File: src/rtl/uart_tx_if.sv
// Word handshake and per-frame configuration bus for the parameterised UART transmitter.
interface uart_tx_if #(
  parameter int WIDTH = 8,
  parameter int DIV_W = 16
);
  logic             Data_valid;
  logic [WIDTH-1:0] P_data;
  logic             Par_en;
  logic             Par_type;
  logic             Stop2;
  logic [DIV_W-1:0] Baud_div;
  logic             Ready;

  modport master (
    output Data_valid, P_data, Par_en,
    output Par_type, Stop2, Baud_div,
    input  Ready
  );

  modport slave (
    input  Data_valid, P_data, Par_en,
    input  Par_type, Stop2, Baud_div,
    output Ready
  );
endinterface

File: src/rtl/uart_tx_param.sv
// UART transmitter: shift register plus one-word holding register,
// per-word parity/stop/baud configuration, back-to-back frames.
module uart_tx_param #(
  parameter int WIDTH = 8,
  parameter int DIV_W = 16
) (
  input  logic      clk,
  input  logic      rst,
  uart_tx_if.slave  bus,
  output logic      Busy,
  output logic      TX_out,
  output logic      Tx_done
);
  typedef enum logic [2:0] {
    IDLE, START, DATA, PARITY, STOP
  } state_e;

  state_e           state_q, state_d;
  logic [DIV_W-1:0] cnt_q, cnt_d;
  logic [3:0]       bit_q, bit_d;
  logic [WIDTH-1:0] sh_q, sh_d;
  logic [DIV_W-1:0] div_q, div_d;
  logic             pe_q, pe_d;
  logic             par_q, par_d;
  logic             s2_q, s2_d;
  logic [WIDTH-1:0] hdat_q, hdat_d;
  logic [DIV_W-1:0] hdiv_q, hdiv_d;
  logic             hpe_q, hpe_d;
  logic             hpar_q, hpar_d;
  logic             hs2_q, hs2_d;
  logic             hfull_q, hfull_d;
  logic             tx_q, tx_d;
  logic             done_q, done_d;

  logic accept, bit_end, last_stop;
  logic frame_end, load_hold, load_new;
  logic in_par;

  assign bus.Ready = !rst && !hfull_q;
  assign accept    = bus.Data_valid && bus.Ready;
  assign in_par    = ^bus.P_data ^ bus.Par_type;
  assign bit_end   = (cnt_q == div_q);
  assign last_stop = (bit_q == {3'b000, s2_q});
  assign frame_end = (state_q == STOP) && bit_end
                     && last_stop;
  assign load_hold = frame_end && hfull_q;
  assign load_new  = accept && ((state_q == IDLE)
                     || (frame_end && !hfull_q));

  assign Busy    = (state_q != IDLE);
  assign TX_out  = tx_q;
  assign Tx_done = done_q;

  always_comb begin
    state_d = state_q;
    cnt_d   = cnt_q + 1'b1;
    bit_d   = bit_q;
    sh_d    = sh_q;
    div_d   = div_q;
    pe_d    = pe_q;
    par_d   = par_q;
    s2_d    = s2_q;
    hdat_d  = hdat_q;
    hdiv_d  = hdiv_q;
    hpe_d   = hpe_q;
    hpar_d  = hpar_q;
    hs2_d   = hs2_q;
    hfull_d = hfull_q;
    tx_d    = tx_q;
    done_d  = frame_end;

    unique case (state_q)
      IDLE: begin
        cnt_d = '0;
        tx_d  = 1'b1;
      end
      START: begin
        if (bit_end) begin
          state_d = DATA;
          cnt_d   = '0;
          bit_d   = '0;
          tx_d    = sh_q[0];
        end
      end
      DATA: begin
        if (bit_end) begin
          cnt_d = '0;
          if (bit_q == 4'(WIDTH - 1)) begin
            bit_d = '0;
            if (pe_q) begin
              state_d = PARITY;
              tx_d    = par_q;
            end else begin
              state_d = STOP;
              tx_d    = 1'b1;
            end
          end else begin
            bit_d = bit_q + 4'd1;
            sh_d  = sh_q >> 1;
            tx_d  = sh_q[1];
          end
        end
      end
      PARITY: begin
        if (bit_end) begin
          state_d = STOP;
          cnt_d   = '0;
          bit_d   = '0;
          tx_d    = 1'b1;
        end
      end
      STOP: begin
        if (bit_end) begin
          cnt_d = '0;
          tx_d  = 1'b1;
          if (last_stop) begin
            state_d = IDLE;
            bit_d   = '0;
          end else begin
            bit_d = bit_q + 4'd1;
          end
        end
      end
      default: begin
        state_d = IDLE;
        cnt_d   = '0;
        tx_d    = 1'b1;
      end
    endcase

    // A new frame starts straight after the last stop bit: no idle gap.
    if (load_hold) begin
      state_d = START;
      cnt_d   = '0;
      bit_d   = '0;
      tx_d    = 1'b0;
      sh_d    = hdat_q;
      div_d   = hdiv_q;
      pe_d    = hpe_q;
      par_d   = hpar_q;
      s2_d    = hs2_q;
      hfull_d = 1'b0;
    end else if (load_new) begin
      state_d = START;
      cnt_d   = '0;
      bit_d   = '0;
      tx_d    = 1'b0;
      sh_d    = bus.P_data;
      div_d   = bus.Baud_div;
      pe_d    = bus.Par_en;
      par_d   = in_par;
      s2_d    = bus.Stop2;
    end

    if (accept && !load_new) begin
      hdat_d  = bus.P_data;
      hdiv_d  = bus.Baud_div;
      hpe_d   = bus.Par_en;
      hpar_d  = in_par;
      hs2_d   = bus.Stop2;
      hfull_d = 1'b1;
    end
  end

  always_ff @(posedge clk) begin
    if (rst) begin
      state_q <= IDLE;
      cnt_q   <= '0;
      bit_q   <= '0;
      sh_q    <= '0;
      div_q   <= '0;
      pe_q    <= 1'b0;
      par_q   <= 1'b0;
      s2_q    <= 1'b0;
      hdat_q  <= '0;
      hdiv_q  <= '0;
      hpe_q   <= 1'b0;
      hpar_q  <= 1'b0;
      hs2_q   <= 1'b0;
      hfull_q <= 1'b0;
      tx_q    <= 1'b1;
      done_q  <= 1'b0;
    end else begin
      state_q <= state_d;
      cnt_q   <= cnt_d;
      bit_q   <= bit_d;
      sh_q    <= sh_d;
      div_q   <= div_d;
      pe_q    <= pe_d;
      par_q   <= par_d;
      s2_q    <= s2_d;
      hdat_q  <= hdat_d;
      hdiv_q  <= hdiv_d;
      hpe_q   <= hpe_d;
      hpar_q  <= hpar_d;
      hs2_q   <= hs2_d;
      hfull_q <= hfull_d;
      tx_q    <= tx_d;
      done_q  <= done_d;
    end
  end
endmodule

File: src/flat_wrapper.sv
// flat-port wrapper written by rule: the top's interface ports become plain ports
module uart_tx_param_flat 
#(
  parameter int WIDTH = 8,
  parameter int DIV_W = 16
)
  (clk, rst, Busy, TX_out, Tx_done, bus_Data_valid, bus_P_data, bus_Par_en, bus_Par_type, bus_Stop2, bus_Baud_div, bus_Ready);
  uart_tx_if #(.WIDTH(WIDTH), .DIV_W(DIV_W)) bus_i ();
  input  logic clk;
  input  logic rst;
  output logic Busy;
  output logic TX_out;
  output logic Tx_done;
  input wire logic [$bits(bus_i.Data_valid)-1:0] bus_Data_valid;
  input wire logic [$bits(bus_i.P_data)-1:0] bus_P_data;
  input wire logic [$bits(bus_i.Par_en)-1:0] bus_Par_en;
  input wire logic [$bits(bus_i.Par_type)-1:0] bus_Par_type;
  input wire logic [$bits(bus_i.Stop2)-1:0] bus_Stop2;
  input wire logic [$bits(bus_i.Baud_div)-1:0] bus_Baud_div;
  output wire logic [$bits(bus_i.Ready)-1:0] bus_Ready;
  assign bus_i.Data_valid = bus_Data_valid;
  assign bus_i.P_data = bus_P_data;
  assign bus_i.Par_en = bus_Par_en;
  assign bus_i.Par_type = bus_Par_type;
  assign bus_i.Stop2 = bus_Stop2;
  assign bus_i.Baud_div = bus_Baud_div;
  assign bus_Ready = bus_i.Ready;
  uart_tx_param #(.WIDTH(WIDTH), .DIV_W(DIV_W)) u_core (.clk(clk), .rst(rst), .bus(bus_i), .Busy(Busy), .TX_out(TX_out), .Tx_done(Tx_done));
endmodule
File: config.mk
export PLATFORM = sky130hd
export DESIGN_NAME = uart_tx_param_flat
export DESIGN_NICKNAME = d
export VERILOG_FILES = /design/src/rtl/uart_tx_if.sv /design/src/rtl/uart_tx_param.sv /design/src/flat_wrapper.sv
export SDC_FILE = /design/constraint.sdc
export NUM_CORES = 1
export LEC_CHECK = 0
export CAP_MARGIN = 20
export CELL_PAD_IN_SITES_DETAIL_PLACEMENT = 1
export CELL_PAD_IN_SITES_GLOBAL_PLACEMENT = 2
export CORE_MARGIN = 2
export CORE_UTILIZATION = 38
export DETAILED_ROUTE_END_ITERATION = 7
export PLACE_DENSITY_LB_ADDON = 0.1
export SLEW_MARGIN = 15
export SYNTH_ARGS = -nofsm -noshare
export SYNTH_HDL_FRONTEND = slang
export SYNTH_SLANG_ARGS = --single-unit
File: constraint.sdc
create_clock -name clk -period 4.2 [get_ports clk]
set_clock_uncertainty 0.2 [all_clocks]
set_input_delay 0.63 -clock clk [delete_from_list [all_inputs] [get_ports clk]]
set_output_delay 0.63 -clock clk [all_outputs]
set_load 0.03 [all_outputs]
==> run_results.csv, run 1 <==
group,metric,value,unit
drt,vias,3010,
placed_design,place_ws,1.02,ns
grt,global_route.usage.met3,5.64,%
layout,fin_util,45.6,%
worst_setup_path,critPathBufInv,1,
placed_design,port_buffers,33,
layout,nNetsFinal,480,
floorplan,initial_core_util,39.0,%
layout,areaGrowthSynthToFinish,16.8,%
sta,period_share,71.4,%
placed_design,hpwl,6420,um
grt,gr-max-usage-layer,"met2",
clocking,cts_resized,0,
sta,max_slew_margin,55.5,%
drt,drt_iter0_drc,101,
drt,wl,9050,um
sta,hold_viol,0,
power,p_int,1.30,mW
placed_design,dpl-instance-area,4190,um^2
worst_setup_path,critPathTopFamily,"simple AND/OR/NAND/NOR gates",
drt,drt.antenna.violating_nets,0,
sta,max_freq,333,MHz
status,outcome,"complete, no violations",
power,p_sw,0.435,mW
sta,slew_violations,0,
worst_setup_path,crit_arrival,3.07,ns
grt,grt-ovfl-total,0,
worst_setup_path,crit_path_start_kind,"flip-flop",
clocking,clock_path_buffers,2,
placed_design,gp_congestion,0.764,
power,power,1.74,mW
power,combPwrFrac,12.7,%
synthesis,synth_ff_type,"dfxtp_1",
grt,met1_usage,24.4,%
worst_setup_path,cp-end-kind,"flip-flop",
power,p_leak,1.97,nW
layout,design_area,4440,um^2
sta,min_period,3.00,ns
synthesis,syn_nets,454,
sta,final-setup-viol-count,0,
grt,grt_pass1_wl,15200,um
layout,final_cell_mix,"nor2_1, dfxtp_1, mux2i_1",
hold_path,hp-class,"flip-flop to flip-flop",
placed_design,dpl.cell_count,570,
clocking,clk_latency,0.37,ns
clocking,cts_sinks,80,
clocking,cts_setup_buffers,0,
synthesis,synth_enable_flop_cells,0,
clocking,cts_hold_buf,0,
synthesis,yosys_warnings,0,
layout,insertedDiodeCount,0,
clocking,h-tree-depth,3,
floorplan,die-area,10800,um^2
sta,worst_pin_slew,0.661,ns
layout,final_layout_size_suffix_gt1_share,6.62,%
power,clock_power_share,40.2,%
clocking,clock-root-buffer,"clkbuf_8",
floorplan,die_h,104,um
layout,final_cell_count_no_fill,586,
clocking,numCtsBuffers,9,
drt,viasPerCell,5.14,
power,p_per_area,391,nW/um^2
synthesis,yosysUniqueCellTypes,50,
floorplan,io_pins,34,
sta,hold_ws,0.255,ns
worst_setup_path,slowest_stage,"and4_1",
floorplan,row_count,36,
sta,rsz0062_at_grt,"no",
grt,antenna_found_initial,0,
grt,grt_pass1_vias,3000,
floorplan,core_area,9730,um^2
grt,grt_util_met2,26.6,%
clocking,cts_tree,"built",
sta,finalWorstSetupSlack,1.20,ns
grt,groute.usage.overall,17.7,%
floorplan,die_width,104,um
worst_setup_path,cp_data_required_time,4.27,ns
worst_setup_path,crit_fanout,20,
worst_setup_path,crit_type,"flip-flop to flip-flop",
power,switching_share,25.1,%
layout,layout_commonest_cell,"nor2_1",
synthesis,syn_area_per_cell,9.00,um^2
synthesis,synth_cells,422,
worst_setup_path,max_stage_delay,0.55,ns
drt,wl_per_cell,15.4,um
grt,grt_max_degree,48,
run,cap_violations,0,
synthesis,async_flop_share,0,%
sta,tns,0,ns
worst_setup_path,ff2ff_setup_slack,1.20,ns
worst_setup_path,worstPathCellList,"xor2_1, nor4_1, and4_1, nand3_2, buf_4, mux2_4, a32o_1",
synthesis,ys_ff_latch,80,
synthesis,yosysSeqAreaShare,42.2,%
synthesis,synth.cell_area,3800,um^2
drt,drtPass1Iterations,4,
drt,drc_errors,0,
power,pwr-share-seq,47.1,%
power,peakVddDrop,0.220,mV
clocking,clk_pin_slew,0.09,ns
## layout make-up
class	count	area, um^2
fillers	1141	5290
inverters	6	22.5
clock inverters	5	104
well taps	133	166
clock buffers	11	141
flip-flops and latches	80	1600
multi-input cells	313	2040
repair buffers	38	363
## synth_stat cells (all sizes together) (2+ instances only)
cell type | instances | area [um^2]
nor2 | 84 | 315
dfxtp | 80 | 1600
mux2i | 47 | 470
nand2 | 25 | 93.8
xor2 | 24 | 210
a211oi | 20 | 150
o21ai | 15 | 75.1
xnor2 | 15 | 131
buf | 14 | 106
clkbuf | 9 | 33.8
nand3 | 9 | 62.6
o31ai | 9 | 67.6
a21oi | 8 | 40.0
and3 | 7 | 45.1
o22ai | 7 | 43.8
inv | 6 | 22.5
nor3 | 6 | 30.0
nor4 | 4 | 25.0
nor2b | 3 | 18.8
a311oi | 2 | 17.5
and2 | 2 | 12.5
ha | 2 | 25.0
nand2b | 2 | 12.5
or3 | 2 | 13.8
or4 | 2 | 15.0
## worst paths after layout
path / startpoint / depth (start not counted) / to
min: u_core.sh_q[3]$_SDFFE_PP0P_ / 2 / u_core.sh_q[3]$_SDFFE_PP0P_
max reg2reg: u_core.cnt_q[9]$_SDFF_PP0_ / 7 / u_core.sh_q[7]$_SDFFE_PP0P_
max: u_core.cnt_q[9]$_SDFF_PP0_ / 7 / u_core.sh_q[7]$_SDFFE_PP0P_
min reg2reg: u_core.sh_q[3]$_SDFFE_PP0P_ / 2 / u_core.sh_q[3]$_SDFFE_PP0P_
## cells by family (layout without fill, tap and decap cells)
kind of cell	count (synthesis)	in the layout	synth area share, %
adder cells (fa/ha/maj)	2	2	0.659
XOR/XNOR	39	39	9.00
AO/OA/AOI/OAI	71	71	12.7
AND/OR/NAND/NOR	153	153	18.5
multiplexers	48	48	12.8
flip-flops	80	80	42.2
buffers and inverters	29	60	4.28
## worst register-to-register path: cells and delay by family, from the launching register on
kind,cells,cell delay (ns)
AO/OA/AOI/OAI,1,0.26
flip-flops,1,0.45
multiplexers,1,0.33
buffers and inverters,1,0.34
AND/OR/NAND/NOR,3,1.22
XOR/XNOR,1,0.10
## layer usage
layer,up-vias,routed length (um)
li1,1530,-
met1,1438,4660
met2,33,3980
met3,9,315
met4,0,93
met5,-,0
## power groups by stage
stage	Combinational, mW	Clock [mW]	Sequential (mW)
finish	0.220	0.698	0.817
global route	0.245	0.757	0.822
CTS	0.224	0.723	0.817
detailed placement	0.223	0	0.835
global placement	0.219	0	0.834
floorplan	0.151	0	0.828
## state kept, by name, indices dropped and copies added (netlist names)
signal / flops
u_core.pe_q: 1
u_core.par_q: 1
u_core.hpar_q: 1
u_core.hdat_q: 8
u_core.bit_q: 4
u_core.hs2_q: 1
u_core.hpe_q: 1
u_core.TX_out: 1
u_core.cnt_q: 16
u_core.sh_q: 8
u_core.hfull_q: 1
u_core.hdiv_q: 16
u_core.div_q: 16
u_core.s2_q: 1
u_core.Tx_done: 1
u_core.state_q: 3
(Power assumes the default switching activity.)
==> run 2: changes to the inputs <==
--- a/config.mk
+++ b/config.mk
@@ -9,7 +9,7 @@
 export CELL_PAD_IN_SITES_DETAIL_PLACEMENT = 1
 export CELL_PAD_IN_SITES_GLOBAL_PLACEMENT = 2
 export CORE_MARGIN = 2
-export CORE_UTILIZATION = 38
+export CORE_UTILIZATION = 32
 export DETAILED_ROUTE_END_ITERATION = 7
 export PLACE_DENSITY_LB_ADDON = 0.1
 export SLEW_MARGIN = 15
==> constraint.sdc (replaced) <==
create_clock -name clk -period 2.6 [get_ports clk]
set_clock_uncertainty 0.2 [all_clocks]
set_input_delay 0.39 -clock clk [delete_from_list [all_inputs] [get_ports clk]]
set_output_delay 0.39 -clock clk [all_outputs]
set_load 0.03 [all_outputs]
==> run_results.csv, run 2 (synthesis gave the netlist of run 1 again) <==
group,metric,value,unit
power,peakVddDrop,0.405,mV
grt,grt_pass1_wl,16100,um
clocking,cts_sinks,80,
status,outcome,"finished, violations left",
clocking,clk_pin_slew,0.06,ns
floorplan,io_pins,34,
floorplan,die_h,113,um
sta,tns,0,ns
layout,nNetsFinal,496,
power,p_int,2.30,mW
clocking,clock-root-buffer,"clkbuf_16",
drt,vias,3066,
placed_design,port_buffers,33,
placed_design,dpl.cell_count,591,
grt,grt_max_degree,41,
power,p_leak,2.10,nW
grt,grt-ovfl-total,0,
drt,drtPass1Iterations,6,
worst_setup_path,crit_type,"flip-flop to primary output",
grt,grt_pass1_vias,3194,
clocking,clk_latency,0.34,ns
layout,fin_util,40.8,%
floorplan,die-area,12800,um^2
drt,met2_length,4100,um
drt,drt_iter0_drc,149,
clocking,cts_tree,"built",
placed_design,gp_congestion,0.715,
clocking,clock_path_buffers,2,
layout,final_cell_count_no_fill,612,
power,power,3.05,mW
clocking,h-tree-depth,3,
worst_setup_path,cp-end-kind,"primary output",
placed_design,place_ws,-0.0581,ns
status,violations,"DRC",
drt,topRoutingLayerUsed,"met4",
floorplan,die_width,113,um
layout,final_cell_mix,"nor2_1, dfxtp_1, mux2i_1",
layout,areaGrowthSynthToFinish,23.7,%
layout,top_regs,"u_core.cnt_q (16), u_core.div_q (16), u_core.hdiv_q (16)",
sta,rsz0062_at_grt,"no",
clocking,numCtsBuffers,9,
power,clock_power_share,44.0,%
layout,fillers,1361,
layout,layout_commonest_cell,"nor2_1",
sta,max_freq,411,MHz
worst_setup_path,crit_path_start_kind,"flip-flop",
sta,hold_viol,0,
power,pwr-share-seq,43.3,%
power,switching_share,24.8,%
drt,wl_met1,4930,um
placed_design,hpwl,6740,um
drt,wl,9500,um
worst_setup_path,crit_arrival,1.84,ns
drt,drt.antenna.violating_nets,0,
drt,drc_errors,2,
sta,period_share,93.6,%
sta,max_slew_margin,55.2,%
grt,groute.usage.overall,15.9,%
sta,min_period,2.43,ns
drt,viasPerCell,5.01,
grt,antenna_found_initial,0,
power,p_sw,0.756,mW
floorplan,initial_core_util,33.0,%
layout,insertedDiodeCount,0,
floorplan,row_count,39,
power,p_per_area,650,nW/um^2
sta,finalWorstSetupSlack,0.166,ns
hold_path,hp-class,"input port to flip-flop",
sta,slew_violations,0,
sta,worst_pin_slew,0.672,ns
drt,met3RoutedLength,363,um
worst_setup_path,crit_fanout,5,
floorplan,core_area,11500,um^2
sta,final-setup-viol-count,0,
run,cap_violations,0,
worst_setup_path,cp_data_required_time,2.01,ns
drt,wl_per_cell,15.5,um
clocking,cts_hold_buf,0,
power,combPwrFrac,12.7,%
layout,final_layout_size_suffix_gt1_share,10.7,%
run 2: cell count changes in the layout (fill, tap and decap cells not counted), sizes merged:
cell    change
clkbuf      -1
clkinv      +2
bufinv      -1
buf        +16
run 2: stage by stage:
stage / hold slack (ns) / area, um^2
after CTS: 0.143 / 4640
after floorplan: 0.220 / 3800
after global routing: 0.174 / 4700
after global placement: 0.235 / 4320
final: 0.171 / 4700
after detailed placement: 0.234 / 4320
run 2: final timing paths:
path | slack (ns) | cells past startpoint | from | end
max | 0.17 | 4 | u_core.state_q[2]$_SDFFE_PP0P_ | Busy
max reg2reg | 0.19 | 7 | u_core.cnt_q[6]$_SDFF_PP0_ | u_core.hdiv_q[10]$_SDFFE_PP0P_
min reg2reg | 0.25 | 2 | u_core.sh_q[2]$_SDFFE_PP0P_ | u_core.sh_q[2]$_SDFFE_PP0P_
min | 0.17 | 2 | rst | u_core.state_q[0]$_SDFFE_PP0P_
run 2: power by group through the flow:
stage          Clock (mW)  Combinational, mW  Sequential, mW
2_1_floorplan           0              0.244            1.34
3_5_place_dp            0              0.375            1.35
5_1_grt              1.45              0.430            1.33
6_report             1.34              0.387            1.32
4_1_cts              1.40              0.379            1.32
3_3_place_gp            0              0.370            1.35
run 2: layout make-up:
type                       instances  area, um^2  share of cell area, %
inverter                           6        22.5                  0.479
multi-input combinational        313        2060                   43.8
clock inverter                     6        83.8                   1.78
tap                              143         179                   3.81
sequential                        80        1600                   34.1
timing repair buffer              54         520                   11.1
clock buffer                      10         229                   4.87
run 2: layer usage:
layer	vias to the layer above	GRT usage [%]
met5	-	0
met4	0	4.39
met3	8	4.50
met2	45	24.6
met1	1447	21.8
li1	1566	-
run 2: worst max-delay path, cell delays in order, from the launching register on:
cell,delay (ns)
dfxtp_1,0.33
buf_4,0.16
nor3_2,0.21
inv_1,0.17
clkdlybuf4s50_1,0.64
run 2: timing repair:
action	in CTS	in global routing
pin swaps	0	1
buffers inserted	0	5
hold endpoints to repair	0	0
setup endpoints to repair	47	48
gates resized for setup	2	4
